## src/rtl/asym_fifo_write_wider_pkg.sv

```systemverilog
// Shared helpers for the wide-write / narrow-read FIFO: width derivation and
// parameter legality checks used at elaboration.
package asym_fifo_pkg;

  function automatic int unsigned max_u(input int unsigned a, input int unsigned b);
    return (a > b) ? a : b;
  endfunction

  function automatic int unsigned min_u(input int unsigned a, input int unsigned b);
    return (a < b) ? a : b;
  endfunction

  function automatic int unsigned ratio_of(input int unsigned dwa, input int unsigned dwb);
    return (dwb == 0) ? 0 : dwa / dwb;
  endfunction

  function automatic int unsigned log2_ratio(input int unsigned dwa, input int unsigned dwb);
    return $clog2(max_u(1, ratio_of(dwa, dwb)));
  endfunction

  // Wide word must split into a power-of-two number (>= 2) of whole narrow lanes.
  function automatic bit params_ok(input int unsigned dwa, input int unsigned dwb);
    int unsigned r;
    if (dwb == 0) return 1'b0;
    r = dwa / dwb;
    return (dwa % dwb == 0) && (r >= 2) && ((r & (r - 1)) == 0);
  endfunction

endpackage

```

## src/rtl/asym_fifo_write_wider_if.sv

```systemverilog
// Producer (wide) and consumer (narrow) handshake bundle for asym_fifo_write_wider.
// slave = the FIFO side, master = the surrounding logic.
interface asym_fifo_write_wider_if
  import asym_fifo_pkg::*;
#(
  parameter int unsigned AWA = 4,
  parameter int unsigned DWA = 16,
  parameter int unsigned DWB = 4
) ();

  localparam int unsigned LW = AWA + log2_ratio(DWA, DWB) + 1;

  logic           s_valid;
  logic           s_ready;
  logic [DWA-1:0] s_data;
  logic           m_valid;
  logic           m_ready;
  logic [DWB-1:0] m_data;
  logic [LW-1:0]  level;

  modport slave (
    input  s_valid, s_data, m_ready,
    output s_ready, m_valid, m_data, level
  );

  modport master (
    output s_valid, s_data, m_ready,
    input  s_ready, m_valid, m_data, level
  );

endinterface

```

## src/rtl/asym_fifo_write_wider_mem.sv

```systemverilog
// Narrow-word simple dual-port RAM: one write stores RATIO lanes at consecutive
// narrow addresses; registered narrow read. Array contents are not reset.
module asym_fifo_mem #(
  parameter int unsigned AWA   = 4,
  parameter int unsigned DWB   = 4,
  parameter int unsigned RATIO = 4,
  parameter int unsigned LR    = 2
) (
  input  logic                      clk,
  input  logic                      rst_n,
  input  logic                      i_wr_en,
  input  logic [AWA-1:0]            i_wr_addr,
  input  logic [RATIO-1:0][DWB-1:0] i_wr_data,
  input  logic                      i_rd_en,
  input  logic [AWA+LR-1:0]         i_rd_addr,
  output logic [DWB-1:0]            o_rd_data
);

  localparam int unsigned DEPTH = (1 << AWA) * RATIO;

  logic [DWB-1:0] r_mem [DEPTH];
  logic [DWB-1:0] r_rd_data;

  always_ff @(posedge clk) begin
    if (i_wr_en) begin
      for (int unsigned j = 0; j < RATIO; j++) begin
        r_mem[{i_wr_addr, LR'(j)}] <= i_wr_data[j];
      end
    end
  end

  always_ff @(posedge clk or negedge rst_n) begin
    if (!rst_n) begin
      r_rd_data <= '0;
    end else if (i_rd_en) begin
      r_rd_data <= r_mem[i_rd_addr];
    end
  end

  assign o_rd_data = r_rd_data;

endmodule

```

## src/rtl/asym_fifo_write_wider.sv

```systemverilog
// Single-clock FIFO: wide words in, narrow lanes out, registered output stage.
// ASYM_FIFO_MSB_LANE_FIRST_EN defined: s_data MSB lane is emitted first.
module asym_fifo_write_wider
  import asym_fifo_pkg::*;
#(
  parameter int unsigned AWA = 4,
  parameter int unsigned DWA = 16,
  parameter int unsigned DWB = 4
) (
  input logic                    clk,
  input logic                    rst_n,
  asym_fifo_write_wider_if.slave bus
);

  localparam int unsigned RATIO = ratio_of(DWA, DWB);
  localparam int unsigned LR    = max_u(1, log2_ratio(DWA, DWB));
  localparam int unsigned AW    = AWA + LR;
  localparam int unsigned CW    = AW + 1;
  localparam int unsigned DEPTH = (1 << AWA) * RATIO;

  if (!params_ok(DWA, DWB)) begin : g_param_check
    $error("asym_fifo_write_wider: DWA must be a power-of-two multiple (>= 2) of DWB");
  end

  logic [AWA-1:0]            r_wptr;
  logic [AW-1:0]             r_rptr;
  logic [CW-1:0]             r_count;
  logic                      r_m_valid;
  logic                      w_wr;
  logic                      w_fetch;
  logic [RATIO-1:0][DWB-1:0] w_lanes;
  logic [DWB-1:0]            w_rd_data;

  // Full/empty come from the memory count, so pointers simply wrap.
  assign bus.s_ready = (r_count <= CW'(DEPTH - RATIO));
  assign w_wr        = bus.s_valid && bus.s_ready;
  assign w_fetch     = (r_count != '0) && (!r_m_valid || bus.m_ready);

  for (genvar j = 0; j < RATIO; j++) begin : g_lane
`ifdef ASYM_FIFO_MSB_LANE_FIRST_EN
    assign w_lanes[j] = bus.s_data[(RATIO-1-j)*DWB +: DWB];
`else
    assign w_lanes[j] = bus.s_data[j*DWB +: DWB];
`endif
  end

  always_ff @(posedge clk or negedge rst_n) begin
    if (!rst_n) begin
      r_wptr    <= '0;
      r_rptr    <= '0;
      r_count   <= '0;
      r_m_valid <= 1'b0;
    end else begin
      if (w_wr) begin
        r_wptr <= r_wptr + AWA'(1);
      end
      if (w_fetch) begin
        r_rptr <= r_rptr + AW'(1);
      end
      r_count <= r_count + (w_wr ? CW'(RATIO) : '0) - (w_fetch ? CW'(1) : '0);
      if (w_fetch) begin
        r_m_valid <= 1'b1;
      end else if (bus.m_ready) begin
        r_m_valid <= 1'b0;
      end
    end
  end

  asym_fifo_mem #(
    .AWA   (AWA),
    .DWB   (DWB),
    .RATIO (RATIO),
    .LR    (LR)
  ) u_mem (
    .clk       (clk),
    .rst_n     (rst_n),
    .i_wr_en   (w_wr),
    .i_wr_addr (r_wptr),
    .i_wr_data (w_lanes),
    .i_rd_en   (w_fetch),
    .i_rd_addr (r_rptr),
    .o_rd_data (w_rd_data)
  );

  assign bus.m_valid = r_m_valid;
  assign bus.m_data  = w_rd_data;
  assign bus.level   = r_count + CW'(r_m_valid);

endmodule

```

## src/flat_wrapper.sv

```systemverilog
// flat-port wrapper written by rule: the top's interface ports become plain ports
module asym_fifo_write_wider_flat import asym_fifo_pkg::*;
#(
  parameter int unsigned AWA = 4,
  parameter int unsigned DWA = 16,
  parameter int unsigned DWB = 4
)
  (clk, rst_n, bus_s_valid, bus_s_data, bus_m_ready, bus_s_ready, bus_m_valid, bus_m_data, bus_level);
  asym_fifo_write_wider_if #(.AWA(AWA), .DWA(DWA), .DWB(DWB)) bus_i ();
  input logic clk;
  input logic rst_n;
  input wire logic [$bits(bus_i.s_valid)-1:0] bus_s_valid;
  input wire logic [$bits(bus_i.s_data)-1:0] bus_s_data;
  input wire logic [$bits(bus_i.m_ready)-1:0] bus_m_ready;
  output wire logic [$bits(bus_i.s_ready)-1:0] bus_s_ready;
  output wire logic [$bits(bus_i.m_valid)-1:0] bus_m_valid;
  output wire logic [$bits(bus_i.m_data)-1:0] bus_m_data;
  output wire logic [$bits(bus_i.level)-1:0] bus_level;
  assign bus_i.s_valid = bus_s_valid;
  assign bus_i.s_data = bus_s_data;
  assign bus_i.m_ready = bus_m_ready;
  assign bus_s_ready = bus_i.s_ready;
  assign bus_m_valid = bus_i.m_valid;
  assign bus_m_data = bus_i.m_data;
  assign bus_level = bus_i.level;
  asym_fifo_write_wider #(.AWA(AWA), .DWA(DWA), .DWB(DWB)) u_core (.clk(clk), .rst_n(rst_n), .bus(bus_i));
endmodule
```

## config.mk

```make
export PLATFORM = sky130hd
export DESIGN_NAME = asym_fifo_write_wider_flat
export DESIGN_NICKNAME = d
export VERILOG_FILES = /design/src/rtl/asym_fifo_write_wider_pkg.sv /design/src/rtl/asym_fifo_write_wider_if.sv /design/src/rtl/asym_fifo_write_wider_mem.sv /design/src/rtl/asym_fifo_write_wider.sv /design/src/flat_wrapper.sv
export SDC_FILE = /design/constraint.sdc
export NUM_CORES = 1
export LEC_CHECK = 0
export ABC_CLOCK_PERIOD_IN_PS = 4000
export BUFFER_PORTS_ARGS = -buffer_cell sky130_fd_sc_hd__buf_4
export CAP_MARGIN = 15
export CORE_ASPECT_RATIO = 0.75
export CORE_MARGIN = 4
export CORE_UTILIZATION = 35
export CTS_CLUSTER_DIAMETER = 40
export DETAILED_ROUTE_END_ITERATION = 8
export GPL_ROUTABILITY_DRIVEN = 1
export GPL_TIMING_DRIVEN = 0
export PLACE_DENSITY_LB_ADDON = 0.25
export SETUP_SLACK_MARGIN = 0.2
export SYNTH_ARGS = -nofsm -noshare
export SYNTH_HDL_FRONTEND = slang
export SYNTH_SLANG_ARGS = --single-unit
```

## constraint.sdc

```tcl
create_clock -name clk -period 4 [get_ports clk]
set_clock_uncertainty 0.2 [all_clocks]
set_input_delay 0.4 -clock clk [delete_from_list [all_inputs] [get_ports clk]]
set_output_delay 0.4 -clock clk [all_outputs]
set_load 0.01 [all_outputs]
```

==> results_dict.tcl <==
set metrics [dict create \
    gr-total-overflow 0 \
    seq_area_frac_synth 0.7284 \
    synth_edf_count 256 \
    synthCells 593 \
    cts_tree "built" \
    drive_gt1_frac 0.2700 \
    layout_min_cycle_time_ps 3432 \
    met1_usage 0.2380 \
    synth-seq-cells 278 \
    synthAdderAreaFrac 0.02168 \
    synthXorXnorAreaFrac 0.01317 \
    cts_root_buffer "clkbuf_16" \
    layout_setup_ws_ps 568.0 \
    peakVddDrop_mv 0.3800 \
    io_pins 33 \
    maxSlewViolCount 0 \
    max-cap-violations 0 \
    cts_buffer_depth 3 \
    postRouteAntennaNets 0 \
    rsz0062_at_grt "false" \
    p_leak_nw 4.531 \
    grt_pass1_wl_um 41100 \
    clock-sinks 278 \
    fin_crit_sh 0.8580 \
    path_max_fanout 8 \
    power_mw 9.768 \
    numCtsBuffers 35 \
    htreeDepth 2 \
    hpwl_um 18410 \
    crit_path_end_kind "register" \
    syn_nets 632 \
    synth.cell_area_mm2 0.01131 \
    numPortBuffers 32 \
    slew_headroom 0.3697 \
    vias 5868 \
    synth_compound_area_frac 0.03850 \
    nFillCells 2818 \
    grt_pass1_vias 6121 \
    clkLatencyLatePin_ps 510 \
    clk_pin_slew_ps 50 \
    worst-setup-path-type "reg -> reg" \
    antennaDiodeCount 0 \
    drc 0 \
    wl_per_cell_um 25.19 \
    yosysWarnings 0 \
    drt_iter0_markers 619 \
    met2_usage 0.2415 \
    chipHeight_um 163.7 \
    synth-async-reset-ratio 0.07914 \
    stdcell_area_mm2 0.01336 \
    use_met3 0.03124 \
    avgSynthCellArea_um2 19.07 \
    final_cell_mix "edfxtp_1, buf_4, mux4_2" \
    drt-total-wl_um 27860 \
    grt_busiest_layer "met2" \
    post-place-ws_ps 548.4 \
    hold_ws_ps 23.98 \
    hold_viol_final 0 \
    core_mm2 0.03153 \
    power_density_mw_per_mm2 731.3 \
    required_ps 4190 \
    synth.area.mux_share 0.1317 \
    firstDrtPassIters 5 \
    area_delta_synth_final_pct 18.11 \
    synth.distinct_cells 54 \
    place_area_mm2 0.01221 \
    cp-start-kind "register" \
    initial_utilization 0.3587 \
    setup_viol_count_final 0 \
    worst_pin_slew_ps 945.5 \
    nets 714 \
    die_width_um 215.6 \
    synth_top_flop_cell "edfxtp_1" \
    arrival_ps 3620 \
    postCtsSetupRepairBufs 0 \
    routed_via_density 5.306 \
    worstHoldPathType "in -> reg" \
    place_congestion 0.8688 \
    row_count 56 \
    outcome "finished clean" \
    synth_top_family_by_area "multiplexers" \
    final_common_cell "edfxtp_1" \
    grt_max_degree 23 \
    max_freq_mhz 291.4 \
    post-route-util 0.4237 \
    dieArea_mm2 0.03528 \
    grt_usage 0.1585 \
    grt_antenna_before_repair 2 \
    synthSimpleGateAreaFrac 0.04348 \
]
[cell families (layout without fill, tap and decap cells)]
logic type / after synthesis / after routing
xor+xnor: 17 / 17
mux: 88 / 88
flops: 278 / 278
simple gates: 85 / 85
compound gates: 58 / 58
buf+inv: 48 / 155
fa+ha+maj: 19 / 19
[final timing paths]
check | start | endpoint | slack, ps | cells past startpoint
max | u_core.r_count[3]$_DFF_PN0_ | u_core.r_count[6]$_DFF_PN0_ | 570 | 13
min | bus_m_ready | u_core.bus.m_valid$_DFFE_PN0P_ | 20 | 3
max reg2reg | u_core.r_count[3]$_DFF_PN0_ | u_core.r_count[6]$_DFF_PN0_ | 570 | 13
min reg2reg | u_core.r_rptr[5]$_DFFE_PN0N_ | u_core.r_rptr[5]$_DFFE_PN0N_ | 300 | 1
max in group asynchronous | rst_n | u_core.r_wptr[2]$_DFFE_PN0P_ | 3190 | 2
min in group asynchronous | rst_n | u_core.r_count[1]$_DFF_PN0_ | 140 | 2
[timing repair]
action	4_1_cts	5_1_grt
endpoints found under the hold margin	22	0
hold buffers	1	0
resized for setup	0	0
[synthesized netlist by cell type (4+ instances only)]
cell	n	share of area
edfxtp_1	256	0.68
mux4_2	43	0.086
mux2i_1	25	0.022
nand2_1	24	0.0080
dfrtp_1	22	0.049
ha_1	18	0.020
mux2_2	17	0.017
inv_1	16	0.0053
xnor2_1	13	0.010
and2_1	11	0.0061
buf_2	10	0.0044
a22oi_1	9	0.0060
nand3_1	9	0.0040
clkbuf_1	8	0.0027
nor2_1	7	0.0023
o211ai_1	6	0.0040
o22ai_1	6	0.0033
buf_6	5	0.0050
nor2b_1	5	0.0028
nor3b_1	5	0.0033
o2111ai_1	5	0.0039
a21oi_1	4	0.0018
buf_4	4	0.0027
nand4_1	4	0.0022
nor4b_1	4	0.0031
o21ai_0	4	0.0018
xor2_1	4	0.0031
[sequential cells by signal (all words and copies together), names as in the netlist]
signal and count:
u_core.bus.m_valid 1, u_core.u_mem.r_mem 256, u_core.r_wptr 4, u_core.u_mem.o_rd_data 4, u_core.r_rptr 6, u_core.r_count 7
[power breakdown]
part	internal, mW	total, mW	switching, mW
combinational	1.32	3.10	1.78
sequential	3.46	3.60	0.140
clock	1.86	3.06	1.20
total	6.64	9.77	3.13
[stage by stage]
step | TNS [ps] | instances
after floorplan | 0 | 593
after global placement | -94720 | 1031
after detailed placement | 0 | 1043
after CTS | 0 | 1106
after global routing | 0 | 1106
final | 0 | 1106
[routing by layer]
metal / vias to the layer above / wire (um)
met4: 0 / 473
li1: 2567 / -
met3: 37 / 2025
met5: - / 0
met2: 199 / 12480
met1: 3065 / 12880
[layout make-up]
| type | count | area (um2) | share of cell area |
|---|---|---|---|
| sequential | 278 | 8238 | 0.6167 |
| multi-input combinational | 267 | 2855 | 0.2138 |
| clock buffer | 40 | 915.9 | 0.06857 |
| tap | 406 | 508.0 | 0.03803 |
| timing repair buffer | 45 | 355.3 | 0.02660 |
| clock inverter | 22 | 224.0 | 0.01677 |
| buffer | 29 | 190.2 | 0.01424 |
| inverter | 19 | 71.32 | 0.005339 |
[worst max-delay path, stage by stage, from the launching register on]
cell	delay, ps
dfrtp_1	500
ha_1	270
nand3_1	80
a31oi_1	60
nor3b_2	490
inv_2	210
ha_1	390
inv_1	50
ha_1	270
a21o_1	170
a21o_1	210
a21oi_1	160
o21bai_1	100
xor2_1	150
Note: power is estimated with default switching activity, not from simulation.
